**config.mk**
```make
export PLATFORM = sky130hd
export DESIGN_NAME = ysyx_22040237_ifu
export DESIGN_NICKNAME = d
export VERILOG_FILES = /design/src/rtl/ysyx_22040237_ifu.sv
export SDC_FILE = /design/constraint.sdc
export NUM_CORES = 1
export LEC_CHECK = 0
export BUFFER_PORTS_ARGS = -buffer_cell sky130_fd_sc_hd__buf_2
export CAP_MARGIN = 10
export CORE_ASPECT_RATIO = 1.1
export CORE_MARGIN = 2
export CORE_UTILIZATION = 30
export DETAILED_ROUTE_END_ITERATION = 7
export GPL_TIMING_DRIVEN = 0
export SETUP_SLACK_MARGIN = 0.2
export SLEW_MARGIN = 20
export SYNTH_ARGS = -nofsm -noshare
export SYNTH_HDL_FRONTEND = slang
export SYNTH_SLANG_ARGS = --single-unit
```
**constraint.sdc**
```tcl
create_clock -name clk -period 6.6 [get_ports clk]
set_input_delay 0.99 -clock clk [delete_from_list [all_inputs] [get_ports clk]]
set_output_delay 0.99 -clock clk [all_outputs]
set_load 0.1 [all_outputs]
```
**src/rtl/ysyx_22040237_ifu.sv**
```systemverilog
// Instruction fetch unit: one outstanding request, REQ -> WAIT -> HOLD per instruction.
// Build option YSYX_22040237_IFU_MISALIGN_CHK_EN traps misaligned redirect targets.
module ysyx_22040237_ifu (
  input  logic        clk,
  input  logic        rst,
  output logic        imem_req_valid_o,
  input  logic        imem_req_ready_i,
  output logic [63:0] imem_req_addr_o,
  input  logic        imem_rsp_valid_i,
  input  logic [31:0] imem_rsp_data_i,
  input  logic        imem_rsp_err_i,
  output logic        inst_valid_o,
  input  logic        inst_ready_i,
  output logic [31:0] inst_o,
  output logic [63:0] pc_o,
  output logic        inst_fault_o,
  input  logic        pc_jump_flag_i,
  input  logic [63:0] pc_jump_addr_i,
  output logic        inst_misalign_o
);

  typedef enum logic [1:0] {
    S_IDLE = 2'd0,
    S_REQ  = 2'd1,
    S_WAIT = 2'd2,
    S_HOLD = 2'd3
  } state_t;

  localparam logic [63:0] PC_RESET = 64'h0000_0000_8000_0000;
  localparam logic [31:0] INST_NOP = 32'h0000_0013;

  state_t      r_state;
  logic [63:0] r_pc;
  logic [31:0] r_inst;
  logic        r_fault;
  logic        r_misalign;

  logic        w_fire;
  logic [63:0] w_pc_inc;
  logic [63:0] w_jump_tgt;
  logic        w_misalign_jump;

  assign w_fire   = (r_state == S_HOLD) & inst_ready_i;
  assign w_pc_inc = r_pc + 64'd4;

`ifdef YSYX_22040237_IFU_MISALIGN_CHK_EN
  assign w_jump_tgt      = pc_jump_addr_i;
  assign w_misalign_jump = pc_jump_flag_i & (pc_jump_addr_i[1:0] != 2'b00);
  assign inst_misalign_o = r_misalign;
`else
  // Without the check, low target bits are dropped so the PC stays word aligned.
  assign w_jump_tgt      = pc_jump_addr_i & ~64'd3;
  assign w_misalign_jump = 1'b0;
  assign inst_misalign_o = 1'b0;
`endif

  always_ff @(posedge clk) begin
    if (rst) begin
      r_state    <= S_IDLE;
      r_pc       <= PC_RESET;
      r_inst     <= 32'd0;
      r_fault    <= 1'b0;
      r_misalign <= 1'b0;
    end else begin
      case (r_state)
        S_IDLE: begin
          // A trapped misaligned redirect parks the unit here until reset.
          if (!r_misalign) r_state <= S_REQ;
        end
        S_REQ: begin
          if (imem_req_ready_i) r_state <= S_WAIT;
        end
        S_WAIT: begin
          if (imem_rsp_valid_i) begin
            r_inst  <= imem_rsp_err_i ? INST_NOP : imem_rsp_data_i;
            r_fault <= imem_rsp_err_i;
            r_state <= S_HOLD;
          end
        end
        S_HOLD: begin
          if (w_fire) begin
            if (w_misalign_jump) begin
              r_misalign <= 1'b1;
              r_pc       <= w_jump_tgt;
              r_state    <= S_IDLE;
            end else begin
              r_pc    <= pc_jump_flag_i ? w_jump_tgt : w_pc_inc;
              r_state <= S_REQ;
            end
          end
        end
        default: r_state <= S_IDLE;
      endcase
    end
  end

  assign imem_req_valid_o = (r_state == S_REQ);
  assign imem_req_addr_o  = r_pc;
  assign inst_valid_o     = (r_state == S_HOLD);
  assign inst_o           = r_inst;
  assign pc_o             = r_pc;
  assign inst_fault_o     = (r_state == S_HOLD) & r_fault;

endmodule

```
# == After elaboration in Yosys (flattened, before gate mapping) ==
# Cells that the tools add are included.
# op_classes
n_addsub,1
eq_ne,6
muxes,6
bitwise_logic,2
reduce_logical,4
# op_table
cell,n
$add A64 B3 Y64 const B,1
$mux W64,1
$mux W32,1
$pmux W2 S4,1
$mux W2,3
$eq A2 B2 Y1 const B,2
$ne A2 B1 Y1 const B,2
$reduce_and A2 Y1,2
$reduce_and A3 Y1,1
$and A1 B1 Y1,2
$eq A2 B1 Y1 const B,1
$logic_not A2 Y1,1
$ne A2 B2 Y1 const B,1
# word_totals
regBits,99
input_bits,103
output_inout_bits,164
elab_cells,23

# == Longest topological paths before layout ==
# depth
depth_word,4
depth_mapped,9
ltp_nobuf,7

# == Worst setup path after synthesis ==
# Ideal clock, no wire load.
# synth_timing
kind,reg-to-reg
start,register r_pc[3] (netlist: imem_req_addr_o[3])
end,register r_pc[36] (netlist: imem_req_addr_o[36])
arrival_time_ns,3.159
slack_ns,3.366
stages_incl_launch_ff,9
n_path_buf,1
path_cell_list,dfxtp_1 ha_1 nand3_2 or4_4 buf_6 nor3_4 nand4_1 or3_1 a31oi_1
# synth_via
elab_chain_len,2
# synth_rtl
item,line,text
from (decl),33,logic [63:0] r_pc;
from (signal assigned),84,r_pc <= w_jump_tgt;
from (signal assigned),87,r_pc <= pc_jump_flag_i ? w_jump_tgt : w_pc_inc;
$add A64 B3 Y64,44,assign w_pc_inc = r_pc + 64'd4;
$mux W64,87,
# Every way passes these cells.
# A chain may end at the register's enable or synchronous reset.

# == Worst setup path after layout ==
# layout_timing
start,input port pc_jump_flag_i
end,register r_pc[7] (netlist: imem_req_addr_o[7])
# layout_via
elab_chain_len,1
# layout_rtl
item,line,text
from (decl),17,"input logic pc_jump_flag_i,"
$mux W64,87,
# Every way passes these cells.

==> results.sh <==
export IMPL_r2r_cells=8
export IMPL_die_x_um=140
export IMPL_fin_crit_ns=3.04
export IMPL_placementRows=54
export IMPL_clk_pin_slew_ns=0.07
export IMPL_r2r_start="imem_req_addr_o[2]"
export IMPL_core_um2=19900
export IMPL_syn_inst=824
export IMPL_yosysMostFrequentCell="dfxtp_1"
export IMPL_drt_iter0_drc=669
export IMPL_gr_total_overflow=0
export IMPL_final_seq_area_um2=1940
export IMPL_drv_cap=0
export IMPL_viasPerCell=5.55
export IMPL_chipHeight_um=154
export IMPL_syn2layout_area_growth_pct=31.2
export IMPL_crit_path_frequent_cell="clkbuf_1"
export IMPL_min_from="r_fault"
export IMPL_start_util_pct=30.7
export IMPL_status="finished, final reports clean"
export IMPL_crit_chain="buf_2 > clkbuf_1 > clkbuf_1 > buf_1 > a21oi_1 > o22ai_1 > nor2_1"
export IMPL_r2r_slack_ns=3.69
export IMPL_drc_errors=0
export IMPL_fin_crit_sh_pct=46.1
export IMPL_drt_pass1_iterations=5
export IMPL_final_net_count=1205
export IMPL_layout_drive_gt1_share_pct=32.8
export IMPL_grt_use_met1_pct=28.5
export IMPL_reg2reg_to="imem_req_addr_o[60]"
export IMPL_crit_required_ns=6.83
export IMPL_hold_class="flip-flop to flip-flop"
export IMPL_yosysWarnings=0
export IMPL_htree_num_levels=3
export IMPL_use_met2_pct=39.8
export IMPL_slew_violations=0
export IMPL_gp_congestion=0.974
export IMPL_peakVddDrop_mv=0.128
export IMPL_rsz0062_at_grt="false"
export IMPL_yosysSeqAreaShare_pct=31.7
export IMPL_max_stage_delay_ns=0.65
export IMPL_wl_um=26800
export IMPL_synth_top_area_share_pct=31.7
export IMPL_antenna_found_initial=3
export IMPL_dpl_hpwl_um=19900
export IMPL_cts_sinks=97
export IMPL_critPathLaunch="pc_jump_flag_i"
export IMPL_hold_viol=0
export IMPL_p_leak_nw=3.56
export IMPL_clk_path_buf_depth=2
export IMPL_p_per_area_nw_per_um2=249
export IMPL_cpMaxStageDelayCell="buf_1"
export IMPL_wl_per_cell_um=19.8
export IMPL_end_kind="flip-flop"
export IMPL_ys_ff_latch=97
export IMPL_die_area_um2=21600
export IMPL_grtUsageTotal_pct=23.6
export IMPL_postCtsSetupRepairBufs=0
export IMPL_worst_pin_slew_ns=0.830
export IMPL_synth_avg_cell_area_um2=7.44
export IMPL_synth_area_um2=6130
export IMPL_ios=267
export IMPL_worst_setup_path_type="input pin to flip-flop"
export IMPL_grt_pass1_wl_um=39500
export IMPL_cts_root_buf="clkbuf_16"
export IMPL_tns_ns=0
export IMPL_clock_fmax_ghz=0.329
export IMPL_grt_max_degree=17
export IMPL_clk_latency_ns=0.36
export IMPL_cts_buffers=9
export IMPL_place_port_buffers=258
export IMPL_use_met3_pct=5.82
export IMPL_fillCellCount=2142
export IMPL_cp_data_arrival_time_ns=3.27
export IMPL_path_max_fanout=10
export IMPL_synth_ff_type="dfxtp_1"
export IMPL_yosys_top_cells_count="dfxtp_1, a21oi_1, nor2_1"
export IMPL_antenna_cells=0
export IMPL_fin_worst_skew_ns=0.00679
export IMPL_synth_edf_count=0
export IMPL_synthTopCellsByArea="dfxtp_1, buf_4, a21oi_1"
export IMPL_cts_hold_buf=0
export IMPL_ys_types=62
export IMPL_synthArstFlopShare_pct=0
export IMPL_drtAntennaViolNets=0
export IMPL_setup_violations=0
export IMPL_post_cts_resized=0
export IMPL_total_power_w=0.00201
export IMPL_multi_input_area_um2=3430
export IMPL_critPathCapture="imem_req_addr_o[7]"
export IMPL_dr_total_vias=7510
export IMPL_relSlewSlack_pct=44.6
export IMPL_synth_area_leader_cell="dfxtp_1"
export IMPL_cts_tree="yes"
export IMPL_grt_pass1_vias=7028
export IMPL_start_kind="input pin"
export IMPL_grt_busiest_layer="met2"
==> per-stage QoR <==
step | utilization (%) | worst slack (ns) | instances | hold WS (ns) | cell area, µm²
global route | 40.3 | 3.49 | 1354 | 0.499 | 8040
floorplan | - | 3.37 | 828 | 0.432 | 6140
global placement | 38.9 | 3.34 | 1338 | 0.453 | 7750
detailed placement | 38.9 | 3.35 | 1338 | 0.465 | 7750
CTS | 40.3 | 3.56 | 1354 | 0.475 | 8030
finish | 40.3 | 3.56 | 1354 | 0.470 | 8040
==> registers in the layout, summed over array words and instances, names as in the netlist <==
signal	count
r_fault	1
inst_o	32
imem_req_addr_o	62
r_state	2
==> worst min path at each step <==
| stage | depth (start not counted) | endpoint | slack, ns |
|---|---|---|---|
| 4_1_cts | 2 | r_fault | 0.48 |
| 3_5_place_dp | 2 | r_fault | 0.46 |
| 2_1_floorplan | 2 | r_fault | 0.43 |
| 3_3_place_gp | 2 | r_fault | 0.45 |
| 6_report | 2 | r_fault | 0.47 |
| 5_1_grt | 2 | r_fault | 0.50 |
==> critical path, delay by kind of cell <==
kind	cells	cell delay (ns)
buf+inv	4	1.87
compound gates	2	0.35
simple gates	1	0.06
==> layer usage <==
| layer | part of all wire (%) | vias up | wire length (µm) |
|---|---|---|---|
| met4 | 3.3 | 2 | 892 |
| met5 | 0.045 | - | 12 |
| li1 | - | 3507 | - |
| met3 | 10 | 71 | 2780 |
| met2 | 47 | 444 | 12700 |
| met1 | 39 | 3486 | 10500 |
==> cell type report <==
class	instances	share of cell area, %
Clock buffer	10	2.97
Clock inverter	6	0.545
Timing Repair Buffer	258	16.1
Inverter	11	0.514
Tap cell	252	3.92
Buffer	126	9.14
Multi-Input combinational cell	594	42.7
Sequential cell	97	24.2
==> cell usage in the layout, fill, tap and decap left out, drive strengths merged, types with 3 or more instances in the layout <==
master	n
buf	331
dfxtp	97
a21oi	80
nor2	80
nand2	77
clkbuf	63
nand3	40
o21ai	33
nor3b	31
and3	27
nand4	26
a31oi	24
nor3	22
a22oi	14
nor4	14
a211oi	11
inv	11
and4	11
o31ai	9
o211ai	8
and2	7
or3	7
mux2i	6
a32o	6
or4	6
ha	5
conb	5
nor2b	4
o22ai	4
a41oi	4
clkinvlp	4
a21o	4
o41ai	3
nand2b	3
a2bb2oi	3
==> cell families after synthesis <==
kind of cell	count (synthesis)	share of synthesized area (%)
other	1	0.0612
flip-flops	97	31.7
buffers and inverters	137	12.7
AND/OR/NAND/NOR	361	31.3
adder cells (fa/ha/maj)	5	1.02
AO/OA/AOI/OAI	216	22.1
multiplexers	7	1.16
==> where the power goes <==
part	total, W	switching [W]	internal [W]	leakage [nW]
combinational	0.000807	0.000648	0.000159	2.65
sequential	0.000680	0.0000556	0.000625	0.784
clock	0.000518	0.000252	0.000266	0.127
total	0.00201	0.000955	0.00105	3.56
Note: power is estimated with default switching activity, not from simulation.
